**config.mk**
```make
export PLATFORM = sky130hd
export DESIGN_NAME = match_timer
export DESIGN_NICKNAME = d
export VERILOG_FILES = /design/src/rtl/match_timer.sv
export SDC_FILE = /design/constraint.sdc
export NUM_CORES = 1
export LEC_CHECK = 0
export ABC_AREA = 1
export CAP_MARGIN = 20
export CORE_ASPECT_RATIO = 0.7
export CORE_MARGIN = 2
export CORE_UTILIZATION = 50
export DETAILED_ROUTE_END_ITERATION = 8
export GPL_TIMING_DRIVEN = 1
export PLACE_DENSITY = 0.86
export RECOVER_POWER = 100
export SLEW_MARGIN = 40
export SYNTH_ARGS = -nofsm -noshare
export SYNTH_HDL_FRONTEND = slang
export SYNTH_SLANG_ARGS = --single-unit
```
**constraint.sdc**
```tcl
create_clock -name CLK -period 2.5 [get_ports CLK]
set_input_delay 0.75 -clock CLK [delete_from_list [all_inputs] [get_ports CLK]]
set_output_delay 0.75 -clock CLK [all_outputs]
set_load 0.01 [all_outputs]
```
**src/rtl/match_timer.sv**
```systemverilog
`default_nettype none
// ============================================================================
// Module   : match_timer
// Purpose  : Prescaled up-counter with start/stop/one-shot control and NCH
//            independent compare channels. Each channel has a combinational
//            level match, a registered single-cycle match pulse and a sticky
//            interrupt flag.
// Ports    : CLK, RST (async, active-high)
//            START / CLR / EN / ONESHOT / MODE     - run control
//            PERIOD, PRESCALE                      - terminal count, tick rate
//            MATCH_VAL, MATCH_EN, IRQ_CLR          - compare channels
//            CNT, RUNNING, WRAP                    - counter status
//            MATCH_OUT, MATCH_PULSE, IRQ           - per-channel outputs
// Option   : MATCH_TIMER_CAPTURE_EN adds CAPTURE / CAP_VAL / CAP_VLD.
// Revision : 1.0 - initial release
// ============================================================================
module match_timer #(
    parameter int WIDTH = 5,
    parameter int NCH   = 4,
    parameter int PSW   = 4
) (
    input  logic                 CLK,
    input  logic                 RST,
    input  logic                 START,
    input  logic                 CLR,
    input  logic                 EN,
    input  logic                 ONESHOT,
    input  logic                 MODE,
    input  logic [WIDTH-1:0]     PERIOD,
    input  logic [PSW-1:0]       PRESCALE,
    input  logic [NCH*WIDTH-1:0] MATCH_VAL,
    input  logic [NCH-1:0]       MATCH_EN,
    input  logic [NCH-1:0]       IRQ_CLR,
`ifdef MATCH_TIMER_CAPTURE_EN
    input  logic                 CAPTURE,
    output logic [WIDTH-1:0]     CAP_VAL,
    output logic                 CAP_VLD,
`endif
    output logic [WIDTH-1:0]     CNT,
    output logic                 RUNNING,
    output logic                 WRAP,
    output logic [NCH-1:0]       MATCH_OUT,
    output logic [NCH-1:0]       MATCH_PULSE,
    output logic [NCH-1:0]       IRQ
);

    localparam logic [1:0] S_IDLE = 2'd0;
    localparam logic [1:0] S_RUN  = 2'd1;
    localparam logic [1:0] S_DONE = 2'd2;

    localparam logic [WIDTH-1:0] c_all_ones = {WIDTH{1'b1}};
    localparam logic [WIDTH-1:0] c_cnt_one  = WIDTH'(1);
    localparam logic [PSW-1:0]   c_pre_one  = PSW'(1);

    logic [1:0]       r_state;
    logic [1:0]       w_state_next;
    logic [WIDTH-1:0] r_cnt;
    logic [PSW-1:0]   r_pre;
    logic             r_wrap;
    logic [NCH-1:0]   r_match_pulse;
    logic [NCH-1:0]   r_irq;

    logic             w_run_en;
    logic             w_tick;
    logic             w_advance;
    logic [WIDTH-1:0] w_top;
    logic             w_at_top;
    logic [WIDTH-1:0] w_cnt_step;
    logic [NCH-1:0]   w_event;

    assign w_run_en = (r_state == S_RUN) & EN;
    assign w_tick   = w_run_en & (r_pre == PRESCALE);
    // CLR and START both override a tick, so a tick only counts when neither is present.
    assign w_advance = w_tick & ~CLR & ~START;

    assign w_top    = MODE ? PERIOD : c_all_ones;
    // Equality (not >=) is deliberate: if PERIOD drops below CNT the count runs
    // on to all-ones and rolls over naturally without a WRAP.
    assign w_at_top = (r_cnt == w_top);
    assign w_cnt_step = w_at_top ? (ONESHOT ? r_cnt : '0) : (r_cnt + c_cnt_one);

    genvar gi;
    generate
        for (gi = 0; gi < NCH; gi++) begin : g_ch
            assign MATCH_OUT[gi] = MATCH_EN[gi] & (r_cnt == MATCH_VAL[gi*WIDTH +: WIDTH]);
            assign w_event[gi]   = w_advance & MATCH_EN[gi]
                                 & (w_cnt_step == MATCH_VAL[gi*WIDTH +: WIDTH]);
        end
    endgenerate

    // State register
    always_ff @(posedge CLK or posedge RST) begin
        if (RST) begin
            r_state <= S_IDLE;
        end else begin
            r_state <= w_state_next;
        end
    end

    // Next-state logic
    always_comb begin
        w_state_next = r_state;
        if (CLR) begin
            w_state_next = S_IDLE;
        end else if (START) begin
            w_state_next = S_RUN;
        end else if (w_advance && w_at_top && ONESHOT) begin
            w_state_next = S_DONE;
        end else if (r_state == 2'd3) begin
            w_state_next = S_IDLE;
        end
    end

    // Counter, prescaler and per-channel pulse/flag registers
    always_ff @(posedge CLK or posedge RST) begin
        if (RST) begin
            r_cnt         <= '0;
            r_pre         <= '0;
            r_wrap        <= 1'b0;
            r_match_pulse <= '0;
            r_irq         <= '0;
        end else begin
            if (CLR || START) begin
                r_cnt <= '0;
                r_pre <= '0;
            end else if (w_run_en) begin
                if (w_tick) begin
                    r_pre <= '0;
                    r_cnt <= w_cnt_step;
                end else begin
                    r_pre <= r_pre + c_pre_one;
                end
            end
            r_wrap        <= w_advance & w_at_top;
            r_match_pulse <= w_event;
            // Set wins over clear when both land in the same cycle.
            r_irq         <= (r_irq & ~IRQ_CLR) | w_event;
        end
    end

`ifdef MATCH_TIMER_CAPTURE_EN
    logic [WIDTH-1:0] r_cap_val;
    logic             r_cap_vld;

    // A capture in the same cycle as START wins, so CAP_VLD stays set.
    always_ff @(posedge CLK or posedge RST) begin
        if (RST) begin
            r_cap_val <= '0;
            r_cap_vld <= 1'b0;
        end else if (CAPTURE) begin
            r_cap_val <= r_cnt;
            r_cap_vld <= 1'b1;
        end else if (START) begin
            r_cap_vld <= 1'b0;
        end
    end

    assign CAP_VAL = r_cap_val;
    assign CAP_VLD = r_cap_vld;
`endif

    assign CNT         = r_cnt;
    assign RUNNING     = (r_state == S_RUN);
    assign WRAP        = r_wrap;
    assign MATCH_PULSE = r_match_pulse;
    assign IRQ         = r_irq;

endmodule
`default_nettype wire

```
# Word-level counts from Yosys, hierarchy flattened

Index checks and enable logic that the tools add are counted.

Divide/modulo/power cells: 0
Equal/unequal tests: 12
Add/sub/neg operators: 2
Shifts and indexed selects: 0
Bitwise logic cells: 22
Magnitude comparators: 0
Multipliers: 0
Reductions and logical operators: 7
Muxes and demuxes: 13

Operators by type and width:

| cell                                          | count |
|---|---|
| == test 5 bit                                 | 9 |
| two-way mux 5 bit                             | 6 |
| AND 1 bit                                     | 17 |
| two-way mux 4 bit                             | 3 |
| two-way mux 2 bit                             | 4 |
| adder 5 x 1 -> 5 bit, second input constant   | 1 |
| adder 4 x 1 -> 4 bit, second input constant   | 1 |
| AND 4 bit                                     | 1 |
| == test 4 bit                                 | 1 |
| inverter 4 bit                                | 1 |
| OR 4 bit                                      | 1 |
| nonzero test 2 bit                            | 2 |
| nonzero test 4 bit                            | 1 |
| == test 2 x 1 -> 1 bit, second input constant | 1 |
| == test 2 bit, second input constant          | 1 |
| logical AND 1 bit                             | 2 |
| inverter 1 bit                                | 2 |
| AND reduction 2 bit                           | 1 |
| logical OR 1 bit                              | 1 |

Bits of input ports: 44
Bits in writable memories: 0
Memories: 0
Output and inout port bits: 19
Bits in latches: 0
Word-level logic and storage cells: 62
Memory bits (read-only): 0
Register bits after elaboration: 20

# Longest topological paths before layout

Gate-level depths: netlist (run 1).

Depth after elaboration: 10
Gate-level depth with buffers: 15
Depth with buffers taken out: 15

# Worst setup path after synthesis (run 1)

Ideal clock, no wire load.

Path type: in2out
Start: input MATCH_VAL[11]
End: output MATCH_OUT[2]
Path buffers: 0
Data required time: 1.750 ns
Slack: 0.292 ns
Stages on the path: 4
Arrival: 1.458 ns
Cell sequence: inv_1 a221oi_1 o2111ai_1 nor3_1

Cells in the longest elaborated chain, start to end: 2

RTL lines:

| item          | line | RTL |
|---|---|---|
| from (decl)   | 31   | `input logic [NCH*WIDTH-1:0] MATCH_VAL,` |
| == test 5 bit | 85   | `assign MATCH_OUT[gi] = MATCH_EN[gi] & (r_cnt == MATCH_VAL[gi*WIDTH +: WIDTH]);` |
| AND 1 bit     | 85   |  |
| to (decl)     | 42   | `output logic [NCH-1:0] MATCH_OUT,` |

Every way passes these cells.

# Worst setup path after layout (run 1)

Start: input MATCH_VAL[12]
End: output MATCH_OUT[2]

Same word-level chain as after synthesis.

==> metrics.yaml, run 1 <==
fin_worst_skew_ps: 5.51
ctsRootBufferMaster: "clkbuf_8"
syn-cell-area_mm2: 0.00195
synthCells: 288
comb_power_share: 0.279
firstDrtPassIters: 5
cp.arrival_ps: 1800
switching_share: 0.280
viasPerCell: 5.89
power_frac_seq: 0.407
synthesis.nets: 334
num_vias: 2639
fin_crit_ps: 2550
clkPwrFrac: 0.314
area_growth_syn_to_layout_pct: 57.4
critPathCaptureType: "primary output"
intPower_w: 0.000577
synth.avg_cell_area_um2: 6.76
die_w_um: 78.6
grt_max_degree: 21
dieArea_mm2: 0.00442
finalCritPeriodShare: 1.02
setup_ws_ps: -46.2
core_mm2: 0.00363
dpl.hpwl_um: 5060
fin_nets: 445
multi_input_area_mm2: 0.00130
p_leak_nw: 1.66
yosysSeqAreaShare: 0.257
fin_tns_setup_ps: -46.2
grt_pass1_wl_um: 10600
cts_tree: "built"
ant_nets: 0
gp_congestion: 0.934
p_per_area_mw_per_mm2: 261
hold_ws_ps: 479
required_ps: 1750
ir_drop_mv: 0.334
fmax_mhz: 393
wirelength_um: 8070
ys_ff_latch: 20
clkTransAtPathRegs_ps: 70
port_buffers: 62
min_path_type: "register to register"
switching_power_w: 0.000224
yosys_warnings: 0
crit_type: "input port to primary output"
n_fill_cell: 237
slew_headroom: 0.273
violations: "negative setup slack"
die_h_um: 56.2
crit_fanout: 2
seq_area_um2: 500
cts_made_buffers: 3
drive_above_1_share: 0.264
cts.sinks: 20
r2r_cells: 12
worstHoldPathCells: 2
synth_cell_types: 38
drt_iter0_drc: 298
htree_levels: 1
cap_violations: 0
dpl_cell_area_mm2: 0.00293
rows: 18
final-setup-viol-count: 1
finalPower_w: 0.000801
wl_per_cell_um: 18.0
grt_pass1_vias: 2280
drcViolationCount: 0
final_area_mm2: 0.00307
ys.flop_type: "dfrtp_1"
cts_buffer_depth: 2
maxSlewViolCount: 0
status: "finished, violations left"
clock_latency_ps: 260
utilization: 0.846
grt_use_total: 0.312
worst_pin_slew_ps: 1090
synth_edf_count: 0
grt-ovfl-total: 0
n_antenna_cell: 0
io_pins: 63
hold_viol_final: 0
grt_antenna_before_repair: 0
initial_core_util: 0.537
synthArstFlopShare: 1.00
start_kind: "input port"
## path summary, 6_finish.rpt
| path | endpoint | slack, ps | from |
|---|---|---|---|
| hold reg to reg | IRQ[3]$_DFF_PP0_ | 480 | IRQ[3]$_DFF_PP0_ |
| setup / recovery | MATCH_OUT[2] | -50 | MATCH_VAL[12] |
| max in group asynchronous | r_state[1]$_DFFE_PP0P_ | 550 | RST |
| setup reg to reg | IRQ[1]$_DFF_PP0_ | 270 | CNT[1]$_DFFE_PP0P_ |
| min in group asynchronous | r_pre[3]$_DFFE_PP0P_ | 1290 | RST |
| hold / removal | IRQ[3]$_DFF_PP0_ | 480 | IRQ[3]$_DFF_PP0_ |
## power groups by stage
stage	sequential, W	combinational [W]	clock [W]
after global placement	0.000332	0.000202	0
after global routing	0.000326	0.000237	0.000275
after floorplan	0.000332	0.0000775	0
final	0.000326	0.000223	0.000252
after CTS	0.000326	0.000201	0.000246
after detailed placement	0.000332	0.000207	0
## worst max-delay path: stages
cell	delay, ps
clkdlybuf4s15_2	200
o22ai_2	80
a221oi_2	260
o2111ai_2	190
nor3_2	150
buf_2	170
## final cells by class
type	instances	share of cell area
Timing Repair Buffer	111	0.310
Inverter	52	0.0657
Multi-Input combinational cell	211	0.423
Clock buffer	4	0.0180
Sequential cell	20	0.163
Tap cell	50	0.0204
## registers in the layout (all words and copies together) (netlist names)
register,flops
IRQ,4
WRAP,1
MATCH_PULSE,4
r_pre,4
r_state,2
CNT,5
## routing by layer
layer	global-route usage	up-vias	routed length, µm
li1	-	1144	-
met1	0.396	1150	2780
met2	0.508	257	3350
met3	0.0812	88	1200
met4	0.118	0	752
met5	0	-	0
## through the flow
stage	cells	setup slack, ps
3_5_place_dp	439	-778
5_1_grt	448	-66.6
4_1_cts	444	-54.0
2_1_floorplan	288	292
3_3_place_gp	439	-700
6_report	448	-46.2
## logic make-up (layout without fill, tap and decap cells)
logic type	after synthesis	in the layout	share of synthesized area
flip-flops	20	20	0.257
AND/OR/NAND/NOR	166	166	0.437
AO/OA/AOI/OAI	30	30	0.109
XOR/XNOR	13	13	0.0584
buffers and inverters	57	167	0.127
adder cells (fa/ha/maj)	2	2	0.0128
## synth_stat cells (3+ instances only)
| cell | instances | share of area |
|---|---|---|
| nor2_1 | 23 | 0.044 |
| o22ai_1 | 7 | 0.022 |
| nand2_1 | 78 | 0.15 |
| nand3_4 | 3 | 0.027 |
| clkinv_1 | 3 | 0.0058 |
| o21ai_0 | 6 | 0.015 |
| nand3_1 | 33 | 0.085 |
| buf_4 | 3 | 0.012 |
| dfrtp_1 | 20 | 0.26 |
| a21oi_1 | 5 | 0.013 |
| nand3_2 | 4 | 0.021 |
| inv_1 | 45 | 0.087 |
| xnor2_1 | 6 | 0.027 |
| xor2_1 | 7 | 0.031 |
| nor4_1 | 3 | 0.0096 |
| nand2_2 | 4 | 0.013 |
| nand4_1 | 4 | 0.013 |
| nand2_4 | 6 | 0.035 |
## layout by cell type (no fill, tap or decap), types with 5 or more instances in the layout
master	synthesis	routed
xor2_1	7	7
nand2_2	4	6
dfrtp_1	20	20
buf_2	0	6
xnor2_1	6	5
nor2_1	23	22
dlygate4sd3_1	0	13
dlygate4sd2_1	0	18
nand2_1	78	74
o21ai_0	6	6
nand3_1	33	33
inv_2	2	7
buf_4	3	41
nand2_4	6	8
inv_1	45	40
clkdlybuf4s50_1	0	20
o22ai_1	7	6
## repair_timing
| item | CTS | global route |
|---|---|---|
| endpoints found under the setup margin | 4 | 11 |
| pin swaps | 8 | 11 |
| cloned | 0 | 1 |
| resized for setup | 59 | 23 |
| hold buffers | 0 | 0 |
| buffers inserted | 1 | 3 |
(Power assumes the default switching activity.)
==> run 2, diff against run 1 <==
--- a/config.mk
+++ b/config.mk
@@ -10,7 +10,9 @@
 export CORE_ASPECT_RATIO = 0.7
 export CORE_MARGIN = 2
 export CORE_UTILIZATION = 50
+export CTS_CLUSTER_DIAMETER = 50
 export DETAILED_ROUTE_END_ITERATION = 8
+export GPL_ROUTABILITY_DRIVEN = 0
 export GPL_TIMING_DRIVEN = 1
 export PLACE_DENSITY = 0.86
 export RECOVER_POWER = 100
==> metrics.yaml, run 2 (synthesis gave the netlist of run 1 again) <==
cts.sinks: 20  # unchanged
dp.cells: 443  # +0.91%
ir_drop_mv: 0.346  # +3.7%
p_leak_nw: 1.74  # +4.5%
grt_pass1_vias: 2576  # +13%
place_ws_ps: -787  # -9.18 ps
drt_iter0_drc: 353  # +18%
fmax_mhz: 400  # +1.8%
htree_levels: 1  # unchanged
dieArea_mm2: 0.00442  # unchanged
status: "finished, violations left"
utilization: 0.893  # +0.0473
crit_fanout: 7  # +5
fin_worst_skew_ps: 3.26  # -2.25 ps
drive_above_1_share: 0.302  # +0.0383
n_fill_cell: 172  # -27%
crit_path_top_delay_cell: "clkdlybuf4s50_1"
die_w_um: 78.6  # unchanged
layout_common_cells: "nand2_1, buf_4, inv_1, nand3_1, clkdlybuf4s50_1"
crit_top_cell: "nand2_1"
grt_antenna_before_repair: 0  # unchanged
cts_tree: "built"
finalCritPeriodShare: 1.00  # -0.0183
critPathCaptureType: "register"
worst_pin_slew_ps: 1060  # -32.6 ps
drcViolationCount: 0  # unchanged
largest_reg_flops: 5  # unchanged
core_mm2: 0.00363  # unchanged
start_kind: "input port"
required_ps: 2700  # +950 ps
dpl.hpwl_um: 5270  # +4.2%
io_pins: 63  # unchanged
area_growth_syn_to_layout_pct: 66.2
port_buffers: 62  # unchanged
num_vias: 2734  # +3.6%
ctsRootBufferMaster: "clkbuf_8"
hold_viol_final: 0  # unchanged
fin_nets: 464  # +4.3%
setup_ws_ps: -0.526  # +45.7 ps
mostFrequentLayoutCell: "nand2_1"
clock_latency_ps: 260  # about the same
wl_per_cell_um: 18.5  # +2.5%
crit_type: "input port to register"
ant_nets: 0  # unchanged
cap_violations: 0  # unchanged
r2r-start: "CNT[1]$_DFFE_PP0P_"
violations: "negative setup slack"
grt_pass1_wl_um: 11800  # +11%
slew_headroom: 0.294  # +0.0217
layoutNonFillerInstCount: 467  # +4.2%
wirelength_um: 8620  # +6.8%
cts_buffer_depth: 2  # unchanged
cts_made_buffers: 3  # unchanged
final-setup-viol-count: 1  # unchanged
fin_crit_ps: 2500  # -45.7 ps
multi_input_area_mm2: 0.00132  # +2.0%
min_path_type: "register to register"
grt-ovfl-total: 0  # unchanged
initial_core_util: 0.537  # unchanged
clkTransAtPathRegs_ps: 70  # about the same
grt_max_degree: 21  # unchanged
p_per_area_mw_per_mm2: 252  # -3.6%
viasPerCell: 5.85  # -0.62%
seq_area_um2: 502  # +0.25%
min_from: "IRQ[2]$_DFF_PP0_"
die_h_um: 56.2  # unchanged
worstSetupStartpoint: "PRESCALE[1]"
grt_use_total: 0.337  # +0.0252
path_cells: "clkdlybuf4s50_1 -> xor2_1 -> nor3_1 -> nand4_2 -> nor2_1 -> nand2_1 -> clkinv_1 -> nand2_1 -> nor2_1 -> nand2_1 -> nand2_1"
maxSlewViolCount: 0  # unchanged
cp.arrival_ps: 2700  # +900 ps
n_antenna_cell: 0  # unchanged
critical_path.max_stage_delay_ps: 450  # +190 ps
rows: 18  # unchanged
firstDrtPassIters: 5  # unchanged
-- run 2: stage by stage --
| step | total power [W] | hold slack, ps | cell area, µm² | setup TNS, ps |
|---|---|---|---|---|
| after global routing | 0.000844 | 530 | 3240 | -453 |
| after CTS | 0.000792 | 484 | 3090 | 0 |
| after floorplan | 0.000409 | 511 | 1950 | 0 |
| after global placement | 0.000534 | 463 | 2950 | -3490 |
| after detailed placement | 0.000542 | 465 | 2950 | -4190 |
| final | 0.000815 | 491 | 3240 | -0.526 |
-- run 2: where the power goes --
part	internal [W]	total, W	switching (W)
registers	0.000325	0.000326	0.000000886
clock network	0.000140	0.000246	0.000106
logic	0.000125	0.000243	0.000118
-- run 2: final cells by class --
| class | instances | area share |
|---|---|---|
| tap | 50 | 0.0193 |
| multi-input combinational | 211 | 0.408 |
| sequential | 20 | 0.155 |
| timing repair buffer | 130 | 0.338 |
| clock buffer | 4 | 0.0170 |
| inverter | 52 | 0.0622 |
-- run 2: critical path, delay by kind of cell --
family / cells / cell delay [ps]
xor gates and xnor gates: 1 / 190
buffers and inverters: 2 / 510
and+or+nand+nor: 8 / 1250
-- run 2: worst paths after layout --
kind,end,slack [ps],depth (start not counted)
worst max-delay path,IRQ[2]$_DFF_PP0_,-0.5,11
worst min-delay path,IRQ[2]$_DFF_PP0_,490,2
worst max register to register,IRQ[3]$_DFF_PP0_,310,11
worst min register to register,IRQ[2]$_DFF_PP0_,490,2
max in group asynchronous,CNT[3]$_DFFE_PP0P_,550,3
min in group asynchronous,IRQ[0]$_DFF_PP0_,1240,3
-- run 2: timing repair --
item / 4_1_cts / 5_1_grt
endpoints found under the hold margin: 0 / 0
setup endpoints to repair: 4 / 12
buffers inserted: 17 / 4
resized for setup: 53 / 29
pin swaps: 9 / 19
hold buffers: 0 / 0
-- run 2: layer usage --
layer / vias up / routed length (µm) / global-route usage
met4: 0 / 585 / 0.120
met5: - / 0 / 0
met2: 270 / 3760 / 0.574
li1: 1186 / - / -
met1: 1203 / 3070 / 0.403
met3: 75 / 1210 / 0.0990
==> run 3, diff against run 2 <==
--- a/config.mk
+++ b/config.mk
@@ -8,7 +8,6 @@
 export ABC_AREA = 1
 export CAP_MARGIN = 20
 export CORE_ASPECT_RATIO = 0.7
-export CORE_MARGIN = 2
 export CORE_UTILIZATION = 50
 export CTS_CLUSTER_DIAMETER = 50
 export DETAILED_ROUTE_END_ITERATION = 8
==> metrics.yaml, run 3 (synthesis gave the netlist of run 1 again) <==
status: "completed"
cp.arrival_ps: 1700  # -1000 ps
layout_common_cells: "nand2_1, buf_4, inv_1, nand3_1, nor2_1"
grt-ovfl-total: 0  # unchanged
min_path_type: "register to register"
crit_fanout: 3  # -4
drcViolationCount: 0  # unchanged
critPathTopFamily: "buffers and inverters"
dieArea_mm2: 0.00415  # -6.0%
cts_made_buffers: 3  # unchanged
area_growth_syn_to_layout_pct: 60.8
ctsRootBufferMaster: "clkbuf_8"
mostFrequentLayoutCell: "nand2_1"
postCtsHoldBufs: 0  # unchanged
clkTransAtPathRegs_ps: 70  # about the same
fmax_mhz: 408  # +2.0%
dp.cells: 441  # -0.45%
switching_share: 0.271  # -0.00579
dpl.hpwl_um: 5000  # -5.2%
clkPwrFrac: 0.312  # +0.010
comb_power_share: 0.282  # -0.016
crit_type: "input port to primary output"
die_w_um: 76.6  # -2.5%
core_mm2: 0.00363  # unchanged
worst_pin_slew_ps: 731  # -327 ps
drt_iter0_drc: 339  # -4.0%
intPower_w: 0.000586  # -0.62%
final_area_mm2: 0.00313  # -3.3%
fin_tns_setup_ps: 0  # +0.526 ps
start_kind: "input port"
grt_max_degree: 21  # unchanged
htree_levels: 1  # unchanged
grt_antenna_before_repair: 0  # unchanged
grt_pass1_wl_um: 11100  # -5.5%
hold_viol_final: 0  # unchanged
viasPerCell: 5.62  # -3.9%
grt_use_total: 0.355  # +0.0182
required_ps: 1750  # -950 ps
fin_crit_ps: 2450  # -48.7 ps
cts_tree: "built"
path_cells: "dlygate4sd2_1 -> nand2_1 -> o21ai_0 -> nor4_2 -> buf_2"
cts_buffer_depth: 2  # unchanged
ir_drop_mv: 0.290  # -16%
rows: 18  # unchanged
critical_path.max_stage_delay_ps: 310  # -140 ps
wl_per_cell_um: 16.0  # -13%
p_leak_nw: 1.72  # -1.2%
dpl_cell_area_mm2: 0.00296  # +0.34%
cts.sinks: 20  # unchanged
finalPower_w: 0.000804  # -1.4%
fin_worst_skew_ps: 1.66  # -1.60 ps
grt_pass1_vias: 2437  # -5.4%
final-setup-viol-count: 0  # -1
cap_violations: 0  # unchanged
fin_nets: 458  # -1.3%
firstDrtPassIters: 8  # +3
utilization: 0.864  # -0.0293
num_vias: 2593  # -5.2%
switching_power_w: 0.000218  # -3.5%
port_buffers: 62  # unchanged
critPathCaptureType: "primary output"
maxSlewViolCount: 0  # unchanged
wirelength_um: 7370  # -14%
clock_latency_ps: 260  # about the same
ant_nets: 0  # unchanged
io_pins: 63  # unchanged
drive_above_1_share: 0.273  # -0.0297
finalCritPeriodShare: 0.981  # -0.0195
p_per_area_mw_per_mm2: 257  # +1.9%
worst-path-buf-inv: 2  # unchanged
initial_core_util: 0.537  # unchanged
power_frac_seq: 0.405  # +0.005
slew_headroom: 0.510  # +0.215
layoutNonFillerInstCount: 461  # -1.3%
n_antenna_cell: 0  # unchanged
largest_reg_flops: 5  # unchanged
die_h_um: 54.2  # -3.6%
crit_path_top_delay_cell: "nor4_2"
run 3: cell count changes in the layout (fill, tap and decap cells not counted), sizes merged:
cell and change:
clkbuf +4, buf -9, dlygate4sd3 +6, clkinv +1, inv -1, clkdlybuf4s15 -1
clkdlybuf4s50 -6
run 3: through the flow:
step	worst slack, ps	hold slack [ps]
after floorplan	292	511
after global routing	-29.1	530
after CTS	1.97	491
final	48.2	488
after detailed placement	-687	467
after global placement	-665	463
run 3: what timing repair did:
action	4_1_cts	5_1_grt
setup endpoints to repair	4	13
pin swaps	8	9
setup buffers	15	0
resized for setup	47	16
cloned	0	1
run 3: routing by layer:
layer | up-vias | routed length [µm] | GRT usage
met3 | 45 | 832 | 0.0617
li1 | 1175 | - | -
met1 | 1172 | 2880 | 0.453
met5 | - | 0 | 0
met2 | 201 | 3400 | 0.613
met4 | 0 | 264 | 0.157
run 3: path summary, 6_finish.rpt:
path	endpoint	slack, ps	cells after the start	startpoint
min in group asynchronous	MATCH_PULSE[0]$_DFF_PP0_	990	2	RST
worst max-delay path	MATCH_OUT[0]	50	5	MATCH_VAL[0]
worst min register to register	IRQ[3]$_DFF_PP0_	490	2	IRQ[3]$_DFF_PP0_
max in group asynchronous	CNT[4]$_DFFE_PP0P_	1160	2	RST
worst max register to register	IRQ[0]$_DFF_PP0_	360	11	CNT[1]$_DFFE_PP0P_
worst min-delay path	IRQ[3]$_DFF_PP0_	490	2	IRQ[3]$_DFF_PP0_
run 3: cell type report:
type	instances	area, µm²
multi-input combinational	211	1250
timing repair buffer	124	1060
sequential	20	500
fill	229	494
inverter	52	201
tap	50	62.6
clock buffer	4	55.1
run 3: worst reg2reg max path, cell delays in order, from the launching register on:
cell and delay [ps]:
dfrtp_1 650, inv_2 170, nand2_1 130, nand2_2 80, inv_1 70, nand2_2 110, o21bai_2 270, nand2_4 140
xnor2_1 160, nor2_1 60, nand2_1 110, nand2_1 70
run 3: power by group through the flow:
stage	logic, W	clock network (W)	registers [W]
floorplan	0.0000775	0	0.000332
global placement	0.000202	0	0.000332
detailed placement	0.000209	0	0.000332
CTS	0.000217	0.000252	0.000326
global route	0.000244	0.000271	0.000326
finish	0.000227	0.000251	0.000326
